File: config.mk
export PLATFORM = sky130hd
export DESIGN_NAME = cpa_pipe
export DESIGN_NICKNAME = d
export VERILOG_FILES = /design/src/rtl/cpa_pkg.sv /design/src/rtl/cpa_slice.sv /design/src/rtl/cpa_pipe.sv
export SDC_FILE = /design/constraint.sdc
export NUM_CORES = 1
export LEC_CHECK = 0
export ABC_AREA = 0
export BUFFER_PORTS_ARGS = -buffer_cell sky130_fd_sc_hd__buf_4
export CAP_MARGIN = 10
export CORE_MARGIN = 2
export CORE_UTILIZATION = 42
export CTS_CLUSTER_DIAMETER = 80
export DETAILED_ROUTE_END_ITERATION = 10
export GPL_TIMING_DRIVEN = 0
export PLACE_DENSITY_LB_ADDON = 0.25
export SETUP_SLACK_MARGIN = 0.05
export SLEW_MARGIN = 0
export SYNTH_ARGS = -nofsm -noshare
export SYNTH_HDL_FRONTEND = slang
export SYNTH_HIERARCHICAL = 1
export SYNTH_SLANG_ARGS = --single-unit
File: constraint.sdc
create_clock -name clk -period 5.6 [get_ports clk]
set_input_delay 0 -clock clk [delete_from_list [all_inputs] [get_ports clk]]
set_output_delay 0 -clock clk [all_outputs]
set_load 0.03 [all_outputs]
File: src/rtl/cpa_pkg.sv
// Shared defaults and control record for the pipelined carry-propagate adder.
package cpa_pkg;
   localparam int CPA_WIDTH = 16;
   localparam int CPA_CHUNK = 4;

   // Per-stage control part of the stage record; data fields depend on WIDTH.
   typedef struct packed {
      logic vld;
      logic carry;
      logic msb_c;
   } cpa_ctl_t;
endpackage

File: src/rtl/cpa_slice.sv
// Combinational CHUNK-bit ripple adder; also exposes the carry into its MSB.
module cpa_slice #(
   parameter int CHUNK = 4
) (
   input  logic [CHUNK-1:0] a,
   input  logic [CHUNK-1:0] b,
   input  logic             cin,
   output logic [CHUNK-1:0] s,
   output logic             cout,
   output logic             cmsb
);
   logic [CHUNK:0] c;

   always_comb begin
      c    = '0;
      s    = '0;
      c[0] = cin;
      for (int i = 0; i < CHUNK; i++) begin
         s[i]   = a[i] ^ b[i] ^ c[i];
         c[i+1] = (a[i] & b[i]) | (c[i] & (a[i] ^ b[i]));
      end
   end

   assign cout = c[CHUNK];
   assign cmsb = c[CHUNK-1];
endmodule

File: src/rtl/cpa_pipe.sv
// Pipelined add/sub, one CHUNK slice per stage; result visible NSTAGE cycles after issue.
// Backpressure ripples combinationally from out_ready to in_ready; stalled stages hold.
module cpa_pipe
   import cpa_pkg::*;
#(
   parameter int WIDTH = CPA_WIDTH,
   parameter int CHUNK = CPA_CHUNK
) (
   input  logic             clk,
   input  logic             rst_n,
   input  logic             in_valid,
   output logic             in_ready,
   input  logic [WIDTH-1:0] a,
   input  logic [WIDTH-1:0] b,
   input  logic             cin,
   input  logic             sub,
   output logic             out_valid,
   input  logic             out_ready,
   output logic [WIDTH-1:0] s,
   output logic             cout,
   output logic             ovf
);
   localparam int NSTAGE = WIDTH / CHUNK;

   typedef struct packed {
      cpa_ctl_t         ctl;
      logic [WIDTH-1:0] sum;
      logic [WIDTH-1:0] a;
      logic [WIDTH-1:0] b;
   } stage_t;

   stage_t            st_q [NSTAGE];
   logic [NSTAGE-1:0] adv;

   always_comb begin
      adv           = '0;
      adv[NSTAGE-1] = !st_q[NSTAGE-1].ctl.vld || out_ready;
      for (int k = NSTAGE - 2; k >= 0; k--) begin
         adv[k] = !st_q[k].ctl.vld || adv[k+1];
      end
   end

   assign in_ready = adv[0];

   for (genvar k = 0; k < NSTAGE; k++) begin : g_stage
      stage_t           src;
      stage_t           stage_d;
      logic [CHUNK-1:0] sl_s;
      logic             sl_cout;
      logic             sl_cmsb;

      if (k == 0) begin : g_first
         // Subtraction is a + ~b + 1, so the operand is inverted once on entry.
         always_comb begin
            src           = '0;
            src.ctl.vld   = in_valid;
            src.ctl.carry = sub ? 1'b1 : cin;
            src.a         = a;
            src.b         = b ^ {WIDTH{sub}};
         end
      end else begin : g_next
         assign src = st_q[k-1];
      end

      cpa_slice #(.CHUNK(CHUNK)) u_slice (
         .a    (src.a[k*CHUNK +: CHUNK]),
         .b    (src.b[k*CHUNK +: CHUNK]),
         .cin  (src.ctl.carry),
         .s    (sl_s),
         .cout (sl_cout),
         .cmsb (sl_cmsb)
      );

      always_comb begin
         stage_d                       = src;
         stage_d.sum[k*CHUNK +: CHUNK] = sl_s;
         stage_d.ctl.carry             = sl_cout;
         stage_d.ctl.msb_c             = sl_cmsb;
      end

      // Data only loads with a valid beat, so idle X inputs never reach the outputs.
      always_ff @(posedge clk or negedge rst_n) begin
         if (!rst_n) begin
            st_q[k] <= '0;
         end else if (adv[k]) begin
            if (src.ctl.vld) begin
               st_q[k] <= stage_d;
            end else begin
               st_q[k].ctl.vld <= 1'b0;
            end
         end
      end
   end

   assign out_valid = st_q[NSTAGE-1].ctl.vld;
   assign s         = st_q[NSTAGE-1].sum;
   assign cout      = st_q[NSTAGE-1].ctl.carry;
   assign ovf       = st_q[NSTAGE-1].ctl.carry ^ st_q[NSTAGE-1].ctl.msb_c;
endmodule
## After elaboration in Yosys (flattened, before gate mapping)

Index checks and enable logic that the tools add are counted.

| word-level totals | value |
|---|---|
| register bits | 145 |
| output and inout port bits | 20 |
| bits of input ports | 38 |
| logic and storage cells | 118 |

| cells by class | value |
|---|---|
| multiplexer cells | 5 |
| bitwise gates (word level) | 82 |
| reduce and logical (&&, ||, !) cells | 12 |

Operators with widths:

| operator | count |
|---|---|
| $xor A1 B1 Y1 | 33 |
| $and A1 B1 Y1 | 32 |
| $or A1 B1 Y1 | 16 |
| $xor A16 B16 Y16 | 1 |
| $reduce_and A2 Y1 | 4 |
| $mux W1 | 5 |
| $logic_not A1 Y1 | 4 |
| $logic_or A1 B1 Y1 | 4 |

## Depth between registers and ports, before layout

Gate-level depths: netlist of run 1.

| depth | value |
|---|---|
| depth after elaboration | 10 |
| mapped depth | 10 |
| gate-level depth less buffers | 8 |

## Modules after synthesis

The synthesis of run 1 kept the hierarchy.

Modules (own cells, without submodules):

| module | area an instance (µm²) | cells an instance | times used | sequential area each (µm²) |
|---|---|---|---|---|
| cpa_pipe | 3933.8 | 247 | 1 | 2427.3 |
| cpa_slice | 110.1 | 12 | 4 | 0.0 |

## Worst setup path after synthesis of run 1

No wires, ideal clock.

| timing | value |
|---|---|
| kind | input port to flip-flop |
| start | in sub |
| end | reg st_q (netlist bit g_stage[1].src[35]) |
| setup slack | 3.153 ns |
| cell stages on the path | 10 |
| arrival | 2.322 ns |
| path buffers | 2 |
| required time | 5.475 ns |
| cells stage by stage | buf_2 -> buf_2 -> xor2_1 -> fa_1 -> inv_1 -> fa_1 -> fa_1 -> inv_1 -> fa_1 -> mux2_2 |

RTL lines:

| what | RTL line | RTL |
|---|---|---|
| start, declared | cpa_pipe.sv:16 | `input logic sub,` |
| end signal, assigned by index | cpa_pipe.sv:87 | `st_q[k] <= stage_d;` |
| end, declared | cpa_pipe.sv:32 | `stage_t st_q [NSTAGE];` |

==> summary.txt, run 1 <==
Setup path
  – RR Endpoint: s[15]
  – Cells along the critical path: buf_2, buf_2, xor2_1, fa_1, inv_1, fa_1, fa_1, inv_1, fa_1, mux2_2
  – CP max-delay cell: fa_1
  – CP startpoint: sub
  – Crit-path most repeated cell: fa_1
  – Worst reg2reg setup slack: 3350 ps
  – Largest delay share family, worst path: adder cells
  – Setup crit end kind: flop
  – Required time of the critical path: 5850 ps
  – Setup crit start kind: input pin
  – Slowest stage delay, CP: 400 ps
  – Worst reg-to-reg path cell count: 7
  – Crit path kind: in2reg
  – Worst setup path endpoint: g_stage[1].src[35]
  – Arrival time at the worst endpoint: 2610 ps
  – RR Startpoint: g_stage[3].src[28]
  – Worst Path Max Fanout: 10
  – WP buf/inv: 4
  – CP Depth: 10

Power and ir drop
  – Leakage: 2.52 nW
  – Design Power: 2.53 mW
  – Worst VDD drop: 0.203 mV
  – Pwr Density: 471 nW/um2

Flow run
  – Maxcap violations: 0

Place
  – Placed Area: 4960 um2
  – Placer Congestion: 0.722
  – Post-DP HPWL: 5090 um
  – Port buffer count: 56
  – Inst Count DP: 487

Status
  – Outcome: completed

Routing
  – Post-Route WL: 7270 um
  – DR pass1 iterations: 4
  – Vias: 2346
  – Iter 0 DRT Violations: 70
  – Post-route ant nets: 0
  – Vias per cell: 4.52
  – Residual DRC: 0
  – Routed len/inst: 14.0 um

Die
  – Row count: 37
  – Die W: 106 um
  – Initial core utilization: 0.428
  – Core area: 10200 um2
  – Die area: 11200 um2
  – IO Pins: 58
  – Chip height: 106 um

Logic synthesis
  – Synth top area share: 0.555
  – Dominant cells by area after synthesis: dfrtp_1, mux2_2, fa_1, mux2_4, xor2_1
  – Mean Syn Cell Area: 14.8 um2
  – Synthesized Nets: 349
  – Synthesized area: 4370 um2
  – Largest area contributor in the netlist: dfrtp_1
  – Seq/Total Area, Yosys: 0.555
  – Synthesized flop and latch total: 97
  – YS warnings: 6
  – Netlist cell types: 16
  – Syn Inst Count: 295

Timing
  – Hold Slack: 27.5 ps
  – Final Setup Violations: 0
  – Slew @ Worst Pin: 474 ps
  – Fin crit share: 0.421
  – Fin. Hold Viols: 0
  – Fin crit period: 2360 ps
  – Final Max Slew Viols: 0
  – Sum of negative setup slack: 0 ps
  – Fmax: 424 MHz
  – Clock Skews: 4.34 ps
  – RSZ-0062 raised after global routing: no
  – Slew margin rel.: 0.683

Layout
  – Most common cell after layout, fill and taps aside: dfrtp_1
  – Non-filler cells, final: 519
  – Post-layout net count: 432
  – Reg area: 2430 um2
  – P&R area growth vs syn: 22.8%
  – Most frequent cells in the layout: dfrtp_1, mux2_2, buf_4, inv_1, xor2_1
  – Post-route cell area: 5370 um2
  – # diodes: 0
  – Multi-input gate area in the final layout: 1640 um2
  – Layout fillers: 880
  – Share of cells above drive strength 1: 0.507

Global routing
  – Met3 Usage GRT: 0.0184
  – Initial antenna violation count: 0
  – Met2 Usage GRT: 0.230
  – Total congestion overflow: 0
  – M1 GR Usage: 0.190
  – Pin count of the biggest net entering global routing: 98
  – First-pass GRT wire length: 12100 um
  – Global Route Usage Sum: 0.144
  – Vias in the first global route: 2431
  – GRT busiest layer: met2

Clock tree
  – Root Buffer: clkbuf_8
  – Post_cts resized: 0
  – Clock Latency Late Sink: 360 ps
  – Htree depth: 3
  – Maximum clock insertion buffer count: 2
  – CTS clk-pin slew, worst paths: 90 ps
  – Total CTS buffers: 9
  – TritonCTS clock tree: yes
  – Num Clock Sinks: 97

Worst hold path
  – Worst Hold Class: in2reg
-- worst min path at each step --
stage / end / slack [ps] / start / cells after the start
after CTS: g_stage[1].src[8] / 10 / b[8] / 3
final: g_stage[1].src[6] / 30 / b[6] / 3
after floorplan: cout / -300 / rst_n / 0
after global routing: g_stage[1].src[10] / 30 / b[10] / 3
after detailed placement: g_stage[1].src[50] / 210 / in_valid / 2
after global placement: g_stage[1].src[50] / 200 / in_valid / 2
-- area by class of cell --
cell class              count  area share
repair buffers             72       0.111
well taps                 136      0.0317
clock buffers              11      0.0282
plain buffers              26      0.0340
flip-flops and latches     97       0.452
inverters                  32      0.0224
clock inverters             5      0.0144
multi-input cells         140       0.306
-- logic make-up (layout without fill, tap and decap cells) --
| kind of cell | count (synthesis) | count (layout) | share of synthesized area |
|---|---|---|---|
| AND/OR/NAND/NOR | 13 | 13 | 0.0180 |
| multiplexers | 93 | 93 | 0.248 |
| XOR/XNOR | 17 | 17 | 0.0340 |
| adder cells (fa/ha/maj) | 16 | 16 | 0.0732 |
| AO/OA/AOI/OAI | 1 | 1 | 0.00257 |
| flip-flops | 97 | 97 | 0.555 |
| buffers and inverters | 58 | 146 | 0.0692 |
-- stage by stage --
stage               setup WS [ps]  utilization
floorplan                    3150            -
global placement             2890        0.485
detailed placement           2810        0.485
CTS                          3210        0.522
global route                 3140        0.525
finish                       3240        0.525
-- per-layer routing --
metal / part of all wire / vias up
li1: - / 1118
met1: 0.45 / 1179
met3: 0.026 / 10
met2: 0.50 / 39
met5: 0 / -
met4: 0.021 / 0
-- synth_stat cells, drive strengths merged --
cell,number
inv,32
fa,16
a21boi,1
buf,26
dfrtp,97
nand3b,1
mux2,93
nand2b,5
nand2,4
nand4b,1
and4b,1
xor2,17
or2,1
-- report_power, final --
group | internal [mW] | switching (mW)
Sequential | 0.957 | 0.141
Combinational | 0.508 | 0.411
Clock | 0.274 | 0.236
-- what timing repair did --
action / CTS / global route
buffers inserted: 0 / 0
hold buffers: 15 / 0
hold endpoints to repair: 113 / 0
-- sequential cells by signal (all words and copies together), names as in the netlist --
register     count
st_q             1
out_valid        1
cout             1
g_stage.src     78
s               16
-- worst min-delay path, stage by stage --
cell    delay, ps
buf_4          80
xor2_1        120
mux2_2        150
Power figures use the tool's default switching activity.
==> inputs of run 2 (changes only) <==
clock period = 2 ns   (was 5.6 ns; I/O delays follow)
==> run 2 against run 1 <==
The run now ends with negative setup slack left. Combinational power rose to 2.9 times the previous value. First-iteration DRC count is 30% lower. Largest cell class unchanged. Critical path depth decreased by 3. Worst setup slack worse by 3400 ps. Wire length is 1.0% higher. Clock-buffer cell count rose by 2. Total power rose to 2.7 times the previous value. Sequential share of layout area down 0.42 points. Clock skew increased by 1.5 ps. Register-to-register slack worse by 3500 ps. Die area unchanged.
==> summary.txt, run 2 (same netlist as run 1, synthesis figures left out) <==
Routing
  – Routed len/inst: 14.1 um
  – Post-Route WL: 7350 um
  – DR pass1 iterations: 4
  – Vias per cell: 4.51
  – Vias: 2352
  – Post-route ant nets: 0
  – Iter 0 DRT Violations: 49
  – Residual DRC: 0

Layout
  – Most frequent cells in the layout: dfrtp_1, mux2_2, buf_4, inv_1, xor2_1
  – Most common cell after layout, fill and taps aside: dfrtp_1
  – Share of cells above drive strength 1: 0.564
  – Reg area: 2430 um2
  – Largest register FFs: 78
  – Post-layout net count: 434
  – Post-route cell area: 5420 um2
  – # diodes: 0
  – Final core utilization: 0.530
  – Layout fillers: 857
  – P&R area growth vs syn: 23.9%
  – Multi-input gate area in the final layout: 1710 um2

Setup path
  – RR Endpoint: g_stage[2].src[39]
  – Largest delay share family, worst path: adder cells
  – Worst reg2reg setup slack: -170 ps
  – CP startpoint: g_stage[1].src[49]
  – CP Depth: 7
  – Worst setup path endpoint: g_stage[2].src[39]
  – Setup crit end kind: flop
  – CP max-delay cell: fa_2
  – Arrival time at the worst endpoint: 2420 ps
  – Setup crit start kind: flop
  – Crit-path most repeated cell: fa_2
  – Worst Path Max Fanout: 2
  – Crit path kind: reg2reg
  – Required time of the critical path: 2240 ps
  – Slowest stage delay, CP: 420 ps
  – WP buf/inv: 2
  – Cells along the critical path: fa_2, inv_2, fa_2, fa_2, inv_2, fa_2, mux2_2
  – Worst reg-to-reg path cell count: 7
  – RR Startpoint: g_stage[1].src[49]

Die
  – Die W: 106 um
  – Chip height: 106 um
  – IO Pins: 58
  – Die area: 11200 um2
  – Initial core utilization: 0.428
  – Core area: 10200 um2
  – Row count: 37

Timing
  – Fin crit period: 2170 ps
  – Sum of negative setup slack: -511 ps
  – Fmax: 461 MHz
  – Final Max Slew Viols: 0
  – Slew margin rel.: 0.671
  – Final Setup Violations: 4
  – Setup ws final: -171 ps
  – Clock Skews: 5.84 ps
  – Hold Slack: 30.4 ps
  – Fin. Hold Viols: 0
  – Fin crit share: 1.09
  – Slew @ Worst Pin: 493 ps
  – RSZ-0062 raised after global routing: yes

Clock tree
  – Maximum clock insertion buffer count: 2
  – Total CTS buffers: 9
  – Root Buffer: clkbuf_8
  – Num Clock Sinks: 97
  – TritonCTS clock tree: yes
  – Htree depth: 3
  – Clock Latency Late Sink: 360 ps
  – CTS clk-pin slew, worst paths: 80 ps

Power and ir drop
  – Design Power: 6.95 mW
  – Leakage: 2.51 nW
  – Net Sw Power: 2.23 mW
  – Pwr Density: 1280 nW/um2
  – Internal power: 4.71 mW
  – Clk pwr share: 0.167
  – Sequential power share: 0.444
  – Switching Fraction: 0.321
  – Worst VDD drop: 0.474 mV
  – Part of the power in combinational logic: 0.389

Place
  – Placer Congestion: 0.716
  – Placed Area: 5030 um2
  – Post-DP HPWL: 5140 um
  – Port buffer count: 56

Flow run
  – Maxcap violations: 0

Global routing
  – Vias in the first global route: 2464
  – Total congestion overflow: 0
  – Global Route Usage Sum: 0.146
  – Pin count of the biggest net entering global routing: 98
  – First-pass GRT wire length: 12500 um
  – Initial antenna violation count: 0

Worst hold path
  – Worst Hold Class: in2reg

Status
  – Outcome: finished with violations
  – Failing checks: negative setup slack
==> run 2: worst min-delay path by stage <==
stage	start	end	slack [ps]	cells past startpoint
after global routing	b[5]	g_stage[1].src[5]	20	3
final	b[5]	g_stage[1].src[5]	30	3
after global placement	in_valid	g_stage[1].src[50]	200	2
after detailed placement	in_valid	g_stage[1].src[50]	200	2
after floorplan	rst_n	cout	-300	0
after CTS	b[5]	g_stage[1].src[5]	10	3
==> run 2: repair_timing <==
action | 4_1_cts | 5_1_grt
hold buffers | 15 | 0
gates cloned | 0 | 0
resized for setup | 3 | 7
pin swaps | 0 | 1
endpoints found under the hold margin | 113 | 0
setup endpoints to repair | 6 | 10
setup buffers | 0 | 2
==> run 2: layout make-up <==
class / count / share of cell area
sequential: 97 / 0.448
multi-input combinational: 140 / 0.315
timing repair buffer: 74 / 0.113
buffer: 26 / 0.0383
tap: 136 / 0.0314
clock buffer: 13 / 0.0293
inverter: 32 / 0.0222
clock inverter: 3 / 0.00277
==> run 2: per-layer routing <==
layer  part of all wire  up-vias  global-route usage
met5                  0        -                   0
met4              0.014        0              0.0564
met3              0.036        6              0.0343
met2               0.51       41               0.237
met1               0.44     1192               0.192
li1                   -     1113                   -
==> run 2: metrics by stage <==
stage | instances | setup WS, ps
final | 521 | -171
after global placement | 487 | -242
after global routing | 521 | -237
after CTS | 518 | -178
after detailed placement | 487 | -309
after floorplan | 295 | -137
==> run 2: power groups by stage <==
stage	clock (mW)	sequential [mW]	combinational [mW]
2_1_floorplan	0	3.02	1.96
3_3_place_gp	0	3.10	2.58
3_5_place_dp	0	3.14	2.64
4_1_cts	1.20	3.10	2.68
5_1_grt	1.30	3.19	2.99
6_report	1.16	3.09	2.70
==> run 2: tightest hold or removal path, stage by stage <==
cell	delay [ps]
buf_4	80
xor2_1	130
mux2_2	150
==> inputs of run 3 (changes only) <==
--- a/config.mk
+++ b/config.mk
@@ -10,2 +10,3 @@
 export CAP_MARGIN = 10
+export CORE_ASPECT_RATIO = 0.75
 export CORE_MARGIN = 2
--- a/constraint.sdc
+++ b/constraint.sdc
@@ -3,2 +3,2 @@
 set_output_delay 0 -clock clk [all_outputs]
-set_load 0.03 [all_outputs]
+set_load 0.02 [all_outputs]
==> run 3 against run 2 <==
The flow still finishes with violations (negative setup slack). Via count unchanged. Non-clock buffer count decreased by 1. Total power increased by 6.0%. Global-route usage about the same. Die area about the same. Utilization increased by 1.1 points. Worst hold slack improved by 26 ps. Clock-buffer cell count increased by 1.
==> summary.txt, run 3 (same netlist as run 1, synthesis figures left out) <==
Status
  – Outcome: finished with violations
  – Failing checks: negative setup slack

Layout
  – Post-layout net count: 433
  – Most frequent cells in the layout: dfrtp_1, mux2_2, buf_4, inv_1, xor2_1
  – P&R area growth vs syn: 26.3%
  – Largest register FFs: 78
  – Layout fillers: 865
  – Share of cells above drive strength 1: 0.560
  – # diodes: 0
  – Reg area: 2430 um2
  – Most common cell after layout, fill and taps aside: dfrtp_1
  – Multi-input gate area in the final layout: 1690 um2

Setup path
  – RR Endpoint: s[15]
  – Worst reg2reg setup slack: -190 ps
  – RR Startpoint: g_stage[3].src[49]
  – Crit-path most repeated cell: fa_2
  – CP max-delay cell: fa_2
  – Worst Path Max Fanout: 2
  – Setup crit start kind: flop
  – Arrival time at the worst endpoint: 2410 ps
  – Slowest stage delay, CP: 410 ps
  – Crit path kind: reg2reg
  – Worst reg-to-reg path cell count: 7
  – Setup crit end kind: flop
  – Cells along the critical path: fa_2, inv_2, fa_2, fa_2, inv_2, fa_2, mux2_2
  – Required time of the critical path: 2220 ps

Flow run
  – Maxcap violations: 0

Timing
  – Setup ws final: -187 ps
  – Final Max Slew Viols: 0
  – Clock Skews: 6.23 ps
  – Fin. Hold Viols: 0
  – Fin crit period: 2190 ps
  – Slew @ Worst Pin: 443 ps
  – RSZ-0062 raised after global routing: yes
  – Slew margin rel.: 0.704
  – Fmax: 457 MHz
  – Final Setup Violations: 4
  – Fin crit share: 1.09

Routing
  – Vias: 2352
  – Vias per cell: 4.52
  – Residual DRC: 0
  – Iter 0 DRT Violations: 105
  – Post-route ant nets: 0
  – Post-Route WL: 7480 um
  – DR pass1 iterations: 4
  – Routed len/inst: 14.4 um

Die
  – Core area: 10200 um2
  – Die W: 122 um
  – Initial core utilization: 0.428
  – Row count: 32
  – IO Pins: 58
  – Die area: 11300 um2
  – Chip height: 92.4 um

Power and ir drop
  – Leakage: 2.55 nW
  – Design Power: 7.37 mW
  – Pwr Density: 1330 nW/um2
  – Worst VDD drop: 0.501 mV

Place
  – Dpl ws: -260 ps
  – Port buffer count: 56
  – Post-DP HPWL: 5080 um
  – Placer Congestion: 0.703

Clock tree
  – CTS clk-pin slew, worst paths: 70 ps
  – Maximum clock insertion buffer count: 2
  – Clock Latency Late Sink: 340 ps
  – TritonCTS clock tree: yes
  – Htree depth: 3
  – Total CTS buffers: 9
  – Num Clock Sinks: 97
  – Root Buffer: clkbuf_16

Worst hold path
  – WHS Path Cells: 3
  – Hold endpoint: g_stage[1].src[9]
  – Hold_sp: b[9]
  – Worst Hold Class: in2reg

Global routing
  – Initial antenna violation count: 0
  – Vias in the first global route: 2451
  – Total congestion overflow: 0
  – Global Route Usage Sum: 0.146
  – M1 GR Usage: 0.188
  – Met2 Usage GRT: 0.237
  – First-pass GRT wire length: 12100 um
  – GRT busiest layer: met2
  – Met3 Usage GRT: 0.0548
  – Pin count of the biggest net entering global routing: 98
run 3: worst max path at each step:
stage | start | endpoint | slack, ps | cells after the start
after floorplan | sub | g_stage[1].src[35] | -140 | 10
after global placement | sub | g_stage[1].src[35] | -240 | 10
after detailed placement | sub | g_stage[1].src[35] | -260 | 10
after CTS | g_stage[3].src[12] | s[15] | -180 | 7
after global routing | g_stage[1].src[49] | g_stage[2].src[39] | -240 | 7
final | g_stage[3].src[49] | s[15] | -190 | 7
run 3: per-layer routing:
| metal | vias up | share of wire |
|---|---|---|
| li1 | 1114 | - |
| met1 | 1189 | 0.46 |
| met2 | 43 | 0.49 |
| met3 | 6 | 0.042 |
| met4 | 0 | 0.0095 |
| met5 | - | 0 |
run 3: through the flow:
| step | std cells | util | hold slack [ps] | cell area [um2] | setup TNS, ps |
|---|---|---|---|---|---|
| global placement | 487 | 0.492 | 205 | 5030 | -872 |
| global route | 520 | 0.541 | 58.7 | 5520 | -808 |
| floorplan | 295 | - | -296 | 4440 | -398 |
| detailed placement | 487 | 0.492 | 206 | 5030 | -1030 |
| finish | 520 | 0.541 | 56.3 | 5520 | -505 |
| CTS | 519 | 0.538 | 47.6 | 5500 | -508 |
run 3: cell type report:
| class | count | share of cell area |
|---|---|---|
| plain buffers | 25 | 0.0349 |
| clock inverters | 2 | 0.00634 |
| multi-input cells | 140 | 0.306 |
| flip-flops and latches | 97 | 0.440 |
| clock buffers | 14 | 0.0496 |
| repair buffers | 74 | 0.111 |
| inverters | 32 | 0.0217 |
| well taps | 136 | 0.0308 |
run 3: timing repair:
item                                   CTS  global route
endpoints found under the hold margin  113             0
pin swaps                                2             1
buffers inserted                         1             1
hold buffers                            15             0
setup endpoints to repair                6             7
gates resized for setup                  4             2
run 3: worst max-delay path, delay by kind of cell (launching register included):
family / cells / cell delay, ps
multiplexers: 1 / 260
buffers and inverters: 2 / 110
flip-flops: 1 / 390
adder cells (fa/ha/maj): 4 / 1310
run 3: report_power, final:
group / leakage (nW) / internal, mW / total [mW] / switching (mW)
Sequential: 1.13 / 2.69 / 3.08 / 0.394
Clock: 0.153 / 1.07 / 1.74 / 0.675
Combinational: 1.27 / 1.50 / 2.54 / 1.04
